`src/rtl/apb_master_bridge.sv`:
```
// APB4 master bridge: converts a valid/ready request into an IDLE->SETUP->ACCESS
// transfer on one of NO_OF_SLAVES decoded slaves, with wait-state timeout and a registered response.
module apb_master_bridge #(
    parameter int NO_OF_SLAVES      = 2,
    parameter int ADDRESS_WIDTH     = 32,
    parameter int DATA_WIDTH        = 32,
    parameter int SLAVE_MEMORY_SIZE = 12,
    parameter int SLAVE_MEMORY_GAP  = 5,
    parameter int TIMEOUT_CYCLES    = 16
) (
    input  logic                      pclk,
    input  logic                      preset,
    input  logic                      req_valid,
    output logic                      req_ready,
    input  logic                      req_write,
    input  logic [ADDRESS_WIDTH-1:0]  req_addr,
    input  logic [DATA_WIDTH-1:0]     req_wdata,
    input  logic [DATA_WIDTH/8-1:0]   req_strb,
    input  logic [2:0]                req_prot,
    output logic                      rsp_valid,
    output logic [DATA_WIDTH-1:0]     rsp_rdata,
    output logic                      rsp_error,
    output logic [NO_OF_SLAVES-1:0]   pselx,
    output logic                      penable,
    output logic                      pwrite,
    output logic [ADDRESS_WIDTH-1:0]  paddr,
    output logic [DATA_WIDTH-1:0]     pwdata,
    output logic [DATA_WIDTH/8-1:0]   pstrb,
    output logic [2:0]                pprot,
    input  logic [DATA_WIDTH-1:0]     prdata,
    input  logic                      pready,
    input  logic                      pslverr,
    output logic [2:0]                fsm_state
);

    localparam int          CNT_WIDTH = (TIMEOUT_CYCLES > 0) ? $clog2(TIMEOUT_CYCLES + 1) : 1;
    localparam logic [64:0] WINDOW    = 65'(SLAVE_MEMORY_SIZE) * 65'd1024;
    localparam logic [64:0] STRIDE    = WINDOW + 65'(SLAVE_MEMORY_GAP);

    typedef enum logic [2:0] {
        IDLE   = 3'd0,
        SETUP  = 3'd1,
        ACCESS = 3'd2,
        RESP   = 3'd3
    } state_t;

    state_t                  state;
    logic [NO_OF_SLAVES-1:0] dec_sel;
    logic                    dec_hit;
    logic [CNT_WIDTH-1:0]    wait_cnt;
    logic [CNT_WIDTH-1:0]    wait_cnt_nxt;
    logic                    timeout_hit;
    logic                    access_done;

    // Window match via a 65-bit subtraction: bit 64 is the borrow, set when addr is below the base.
    // NOTE: every variable written in always_comb gets a default first, so no path can infer a latch.
    always_comb begin
        dec_sel = '0;
        for (int i = 0; i < NO_OF_SLAVES; i++) begin
            logic [64:0] offset;
            offset = 65'(req_addr) - 65'(i) * STRIDE;
            if (!offset[64] && offset < WINDOW) begin
                dec_sel[i] = 1'b1;
            end
        end
    end

    assign dec_hit      = |dec_sel;
    assign wait_cnt_nxt = (&wait_cnt) ? wait_cnt : wait_cnt + 1'b1;
    assign timeout_hit  = (TIMEOUT_CYCLES != 0) && !pready
                          && (wait_cnt_nxt == CNT_WIDTH'(TIMEOUT_CYCLES));
    assign access_done  = pready || timeout_hit;
    assign fsm_state    = state;

    // NOTE: all state and outputs are sequential, so they use non-blocking assignments only.
    always_ff @(posedge pclk) begin
        if (preset) begin
            state     <= IDLE;
            req_ready <= 1'b1;
            rsp_valid <= 1'b0;
            rsp_rdata <= '0;
            rsp_error <= 1'b0;
            pselx     <= '0;
            penable   <= 1'b0;
            pwrite    <= 1'b0;
            paddr     <= '0;
            pwdata    <= '0;
            pstrb     <= '0;
            pprot     <= '0;
            wait_cnt  <= '0;
        end else begin
            case (state)
                IDLE: begin
                    if (req_valid) begin
                        req_ready <= 1'b0;
                        if (dec_hit) begin
                            state    <= SETUP;
                            pselx    <= dec_sel;
                            pwrite   <= req_write;
                            paddr    <= req_addr;
                            pwdata   <= req_wdata;
                            pstrb    <= req_write ? req_strb : '0;
                            pprot    <= req_prot;
                            wait_cnt <= '0;
                        end else begin
                            state     <= RESP;
                            rsp_valid <= 1'b1;
                            rsp_error <= 1'b1;
                            rsp_rdata <= '0;
                        end
                    end
                end

                SETUP: begin
                    penable <= 1'b1;
                    state   <= ACCESS;
                end

                ACCESS: begin
                    if (access_done) begin
                        state     <= RESP;
                        rsp_valid <= 1'b1;
                        rsp_error <= timeout_hit || pslverr;
                        rsp_rdata <= (pready && !pwrite && !pslverr) ? prdata : '0;
                        pselx     <= '0;
                        penable   <= 1'b0;
                        pwrite    <= 1'b0;
                        paddr     <= '0;
                        pwdata    <= '0;
                        pstrb     <= '0;
                        pprot     <= '0;
                    end else begin
                        wait_cnt <= wait_cnt_nxt;
                    end
                end

                RESP: begin
                    state     <= IDLE;
                    req_ready <= 1'b1;
                    rsp_valid <= 1'b0;
                    rsp_error <= 1'b0;
                    rsp_rdata <= '0;
                end

                default: begin
                    state     <= IDLE;
                    req_ready <= 1'b1;
                    rsp_valid <= 1'b0;
                    rsp_error <= 1'b0;
                    rsp_rdata <= '0;
                    pselx     <= '0;
                    penable   <= 1'b0;
                end
            endcase
        end
    end

endmodule

```
`config.mk`:
```
export PLATFORM = sky130hd
export DESIGN_NAME = apb_master_bridge
export DESIGN_NICKNAME = d
export VERILOG_FILES = /design/src/rtl/apb_master_bridge.sv
export SDC_FILE = /design/constraint.sdc
export NUM_CORES = 1
export LEC_CHECK = 0
export BUFFER_PORTS_ARGS = -buffer_cell sky130_fd_sc_hd__buf_2
export CAP_MARGIN = 20
export CORE_AREA = 3 3 104 106
export CTS_CLUSTER_SIZE = 25
export DETAILED_ROUTE_END_ITERATION = 10
export DIE_AREA = 0 0 107 109
export GPL_TIMING_DRIVEN = 0
export PLACE_DENSITY = 0.92
export SLEW_MARGIN = 20
export SYNTH_ARGS = -nofsm -noshare
export SYNTH_HDL_FRONTEND = slang
export SYNTH_SLANG_ARGS = --single-unit
```
`constraint.sdc`:
```
create_clock -name pclk -period 6.7 [get_ports pclk]
set_input_delay 1.005 -clock pclk [delete_from_list [all_inputs] [get_ports pclk]]
set_output_delay 1.005 -clock pclk [all_outputs]
set_load 0.02 [all_outputs]
```
After elaboration in Yosys (flattened, before gate mapping) --
Cells that the tools add are included.
Storage, ports and cells: register bits after elaboration 118, word-level logic and storage cells 103, output and inout port bits 113, input bits 109
Operators by class: mux-type cells 49, eq/ne operators 9, add/subtract/negate cells 2, bitwise logic cells 4, order comparisons 2, reduce and logical (&&, ||, !) cells 24
Operator list (count):
- $mux 32 | 9
- $pmux 32 s2 | 2
- $pmux 32 s3 | 1
- $lt 65x14->1 const B | 1
- $sub 32x14->33 const B | 1
- $lt 32x14->1 const B | 1
- $mux 5 | 4
- $mux 4 | 4
- $reduce_and 4->1 | 4
- $mux 3 | 5
- $mux 1 | 10
- $ne 2x2->1 const B | 5
- $pmux 5 s2 | 1
- $pmux 1 s3 | 3
- $pmux 3 s3 | 1
- $mux 2 | 4
- $pmux 4 s2 | 1
- $reduce_or 2->1 | 4
- $eq 3x2->1 const B | 2
- $pmux 2 s3 | 1
- $pmux 3 s2 | 1
- $reduce_and 2->1 | 3
- $add 5x1->5 const B | 1
- $eq 5x5->1 const B | 1
- 9 further kinds | 20

Logic depth before layout (Yosys ltp) --
depth in word-level cells 8, depth in mapped cells 11, gate-level depth less buffers 9

Worst setup path before layout --
OpenSTA, ideal clock, no wires.
path kind input to register, start in req_addr[7], end reg wait_cnt[0], library setup time 74 ps, cell stages on the path 8, required time 6626 ps, arrival 3028 ps, path buffers 0, setup slack 3597 ps, cells stage by stage nor4_2 -> nand4_1 -> a211o_1 -> a221oi_2 -> and3_2 -> o211ai_4 -> or4b_1 -> a31oi_1
Between the ends: word-level cells in the longest chain between the ends 7
RTL lines:
- start, declared | RTL line 16 | input logic [ADDRESS_WIDTH-1:0] req_addr,
- $sub 32x14->33 | RTL line 61 | offset = 65'(req_addr) - 65'(i) * STRIDE;
- $lt 65x14->1 or $logic_not 1->1 (tied branches) | RTL line 62 | if (!offset[64] && offset < WINDOW) begin
- $logic_and 1x1->1 | RTL line 62
- $mux 1 | RTL line 62
- $reduce_or 2->1 (*) | RTL line 68 | assign dec_hit = |dec_sel;
- $ne 2x2->1 (no line) (*)
- $reduce_and 4->1 (no line) (*)
- end signal, assigned | RTL line 133 | wait_cnt <= wait_cnt_nxt;
- end, declared | RTL line 50 | logic [CNT_WIDTH-1:0] wait_cnt;
Every way passes the cells marked *; elsewhere a longest branch is shown, timed or not. A chain may end at the register's enable or synchronous reset.

Worst setup path in the final report --
start in req_addr[7], end reg rsp_rdata[4]
Between the ends: word-level cells in the longest chain between the ends 7
RTL lines:
- $sub 32x14->33 | RTL line 61
- $lt 65x14->1 or $logic_not 1->1 (tied branches) | RTL line 62
- $logic_and 1x1->1 | RTL line 62
- $mux 1 | RTL line 62
- $reduce_or 2->1 (*) | RTL line 68
- $ne 2x2->1 (no line) (*)
- $reduce_and 4->1 (no line) (*)
- end signal, assigned | RTL line 124 | rsp_rdata <= (pready && !pwrite && !pslverr) ? prdata : '0;
- end, declared | RTL line 21 | output logic [DATA_WIDTH-1:0] rsp_rdata,
Marked as above.

==> results.md <==
- The x dimension of the die is 107 um.
- The top flip-flop cell by instance count after synthesis is sky130_fd_sc_hd__dfxtp_1.
- The hold-fix buffer count after cts is 0.
- The effective utilization at floorplan is 51.1%.
- The post-route minimum period is 3310 ps.
- The number of cells on the worst hold path is 2.
- For this design the top-level I/O count stands at 222.
- The number of buffers inserted to repair setup after CTS is 0.
- The total setup violations reported at the end of the flow is 0.
- The clock passes through at most 2 buffers.
- The clock net in this run drives a total of 117 sinks.
- Summing internal, switching and leakage power gives 2.83 mW.
- For the worst-skew pair, the clock arrives at the later sink with an insertion delay of 510 ps.
- The static leakage is 3.02 nW.
- After routing, the total negative slack on setup checks comes to 0 ps.
- The share of the clock period used by the worst path is 49.4%.
- For this run, design rule violations remaining after detail routing come to 0.
- The die area is 11700 um2.
- Setup repair after global routing left no endpoint under its margin.
- The wire-length estimate of the detail-placed layout is 11.2 mm.
- The average wire length per cell after detail routing is 15.5 um.
- Counting instances in the post-synthesis netlist gives the leading cell types as 117 x sky130_fd_sc_hd__dfxtp_1, 83 x sky130_fd_sc_hd__nand2_1, 57 x sky130_fd_sc_hd__nand3_1.
- Before antenna repair, the detailed router went through 5 iterations.
- The synthesized flop and latch total is 117.
- By area the synthesized netlist is led by sky130_fd_sc_hd__dfxtp_1 46%, sky130_fd_sc_hd__nand2_1 6.2%, sky130_fd_sc_hd__nand3_1 5.7%, sky130_fd_sc_hd__o32ai_1 5.6%, sky130_fd_sc_hd__a21oi_1 5.5%.
- The critical path in this run is classified as primary input to flop.
- The number of buffers inserted during clock tree synthesis is 17.
- The number of different library cells used by synthesis comes to 54.
- The layout has 853 filler cells.
- The count of synthesis-stage warnings from yosys is 0.
- The number of H-tree levels is 4.
- For this run, asynchronously set or reset flops after synthesis account for 0%.
- The share of the synthesized area in the top cell type is 46.4%.
- The count of flip-flops with a built-in enable after synthesis is 0.
- The TritonCTS clock tree is done.
- The wire length of the first global-routing pass is 23.9 mm.
- STA puts the critical path data arrival time at 3710 ps.
- Using the TritonRoute via totals, the vias-per-cell ratio works out to 5.46.
- STA classifies the critical path endpoint as a flop.
- The synthesized netlist occupies a cell area of 5040 um2.
- The worst slack at placement is 2920 ps.
- When the netlist entered floorplanning its net count stood at 714.
- sky130_fd_sc_hd__dfxtp_1 is the most common cell in the netlist.
- The final max-slew violation count is 0.
- The cell accounting for the most synthesized area is sky130_fd_sc_hd__dfxtp_1.
- Input and output buffers added on the ports amount to 219.
- Across all setup checks in the final design, the least slack found is 3390 ps.
- The synthesized instance count is 600.
- For this run, the total global-route usage over all layers was measured as 25.7%.
- IR analysis of the VDD net gives a maximum drop of 185 uV.
- The kind of start point of the critical path is a primary input.
- The relative max-transition margin is 53.5%.
- The clock-pin slew on the worst setup and hold paths is 50 ps.
- From synthesis to final layout, the design area changed by 37.2%.
- Of the cells placed in the final design, the portion with a size suffix greater than 1 is 31.8%.
- The initial antenna violation count is 1.
- The sequential area share after synthesis is 46.4%.
- The detail route stage leaves a number of antenna-violating nets equal to 0.
- The maximum clock skew at final layout is 7.43 ps.
- The endpoint required time on the critical path is 7100 ps.
- The clock root buffer is sky130_fd_sc_hd__clkbuf_8.
- The routed layout has 5365 vias.
- The total congestion overflow after global routing is 0.
- Along the worst path, the maximum fanout reaches 10.
- Counting cells, the worst reg-to-reg path comes to 10.
- The routed wire length is 15.3 mm.
- The run finished with clean final reports.
- The final net count is 952.
- The ratio of total power to cell area is 408 nW/um2.
- The die height is 109 um.
- The hold violation total from the final report is 0.
- Max-cap violations in this run came to 0.
- The number of DRC violations after detailed-routing iteration 0 is 427.
- Entering global routing, the biggest net connects 17 pins.
- The total inserted antenna cells is 0.
- The area of the core is 9860 um2.
- At the end of routability-driven placement, the weighted congestion stood at 0.845.
- The transition time of the tightest slew-check pin is 698 ps.
- For this run, the top clock speed supported by timing is 302 MHz.
- The class of the worst hold path is flop to flop.
- The floorplan has 36 rows.
- The final core area utilization is 70.1%.
- In this run the mean area of a mapped cell was 8.41 um2.
- The via count of the first global-routing pass is 4967.
- The post-cts sizing count is 0.
## worst max-delay path, cell delays in order
cell and delay (ps):
sky130_fd_sc_hd__buf_2 120, sky130_fd_sc_hd__nor4_2 290, sky130_fd_sc_hd__nand4_1 270, sky130_fd_sc_hd__a211o_1 400, sky130_fd_sc_hd__a221oi_2 280, sky130_fd_sc_hd__nand3_1 230, sky130_fd_sc_hd__a21oi_2 380, sky130_fd_sc_hd__nor2_2 150
sky130_fd_sc_hd__clkbuf_1 260, sky130_fd_sc_hd__o32ai_1 330
## sequential cells by signal, summed over array words and instances (netlist names)
signal     count
fsm_state      2
rsp_rdata     32
penable        1
pselx          2
wait_cnt       5
pwdata        32
paddr         32
pwrite         1
rsp_error      1
rsp_valid      1
pprot          3
req_ready      1
pstrb          4
## area by class of cell
cell class / count / area [um2] / area share (%)
flip-flops and latches: 117 / 2340 / 33.9
well taps: 133 / 166 / 2.41
plain buffers: 48 / 194 / 2.80
clock inverters: 9 / 150 / 2.17
multi-input cells: 395 / 2360 / 34.1
clock buffers: 22 / 463 / 6.69
repair buffers: 219 / 1100 / 15.8
inverters: 40 / 150 / 2.17
## path summary, 6_finish.rpt
check / start / to / slack [ps]
worst max-delay path: req_addr[7] / rsp_rdata[4]$_SDFFE_PP0P_ / 3390
worst min-delay path: pprot[2]$_SDFFE_PP0P_ / pprot[2]$_SDFFE_PP0P_ / 450
worst max register to register: wait_cnt[1]$_SDFFE_PP0P_ / pstrb[2]$_SDFFE_PP0P_ / 3480
worst min register to register: pprot[2]$_SDFFE_PP0P_ / pprot[2]$_SDFFE_PP0P_ / 450
## cell families (layout without fill, tap and decap cells)
family	count (synthesis)	in the layout	share of synthesized area, %
simple gates	251	251	26.6
compound gates	136	136	18.5
flops	117	117	46.4
buf+inv	88	338	6.82
fa+ha+maj	5	5	1.24
other cells	1	1	0.0744
xor+xnor	1	1	0.174
mux	1	1	0.198
## metal layers
metal / part of all wire (%) / GRT usage, % / vias to the layer above
li1: - / - / 2629
met1: 42 / 30.8 / 2467
met2: 48 / 43.0 / 235
met3: 8.1 / 8.47 / 32
met4: 2.1 / 9.50 / 2
met5: 0.085 / 0 / -
## power by group
part	switching, mW	internal (mW)	total [mW]
Clock	0.306	0.629	0.935
Sequential	0.0626	0.810	0.873
Combinational	0.708	0.310	1.02
Total	1.08	1.75	2.83
## metrics by stage
stage,hold slack [ps],area [um2],cells
global placement,435,6310,952
CTS,448,6920,983
detailed placement,441,6310,952
finish,447,6920,983
floorplan,520,5040,600
global route,464,6920,983
## cell usage in the layout (no fill, tap or decap), types with 3 or more instances in the layout
master / netlist / layout
sky130_fd_sc_hd__nand2b_1: 3 / 3
sky130_fd_sc_hd__nor2_1: 16 / 16
sky130_fd_sc_hd__o21ai_0: 8 / 8
sky130_fd_sc_hd__dfxtp_1: 117 / 117
sky130_fd_sc_hd__nand2_1: 83 / 83
sky130_fd_sc_hd__clkinv_2: 0 / 3
sky130_fd_sc_hd__o32ai_1: 32 / 32
sky130_fd_sc_hd__clkbuf_8: 0 / 4
sky130_fd_sc_hd__or3_1: 3 / 3
sky130_fd_sc_hd__bufinv_16: 0 / 4
sky130_fd_sc_hd__clkbuf_16: 0 / 16
sky130_fd_sc_hd__nand3_1: 57 / 57
sky130_fd_sc_hd__nor3_1: 4 / 4
sky130_fd_sc_hd__nand3b_1: 36 / 36
sky130_fd_sc_hd__nand4_1: 5 / 5
sky130_fd_sc_hd__a31oi_1: 17 / 17
sky130_fd_sc_hd__and3_1: 18 / 18
sky130_fd_sc_hd__inv_1: 40 / 40
sky130_fd_sc_hd__clkbuf_1: 39 / 41
sky130_fd_sc_hd__o21a_1: 3 / 3
sky130_fd_sc_hd__nor4_2: 3 / 3
sky130_fd_sc_hd__buf_2: 8 / 227
sky130_fd_sc_hd__a21oi_1: 55 / 55
sky130_fd_sc_hd__ha_1: 5 / 5
sky130_fd_sc_hd__or4_1: 5 / 5
(Power assumes the default switching activity.)
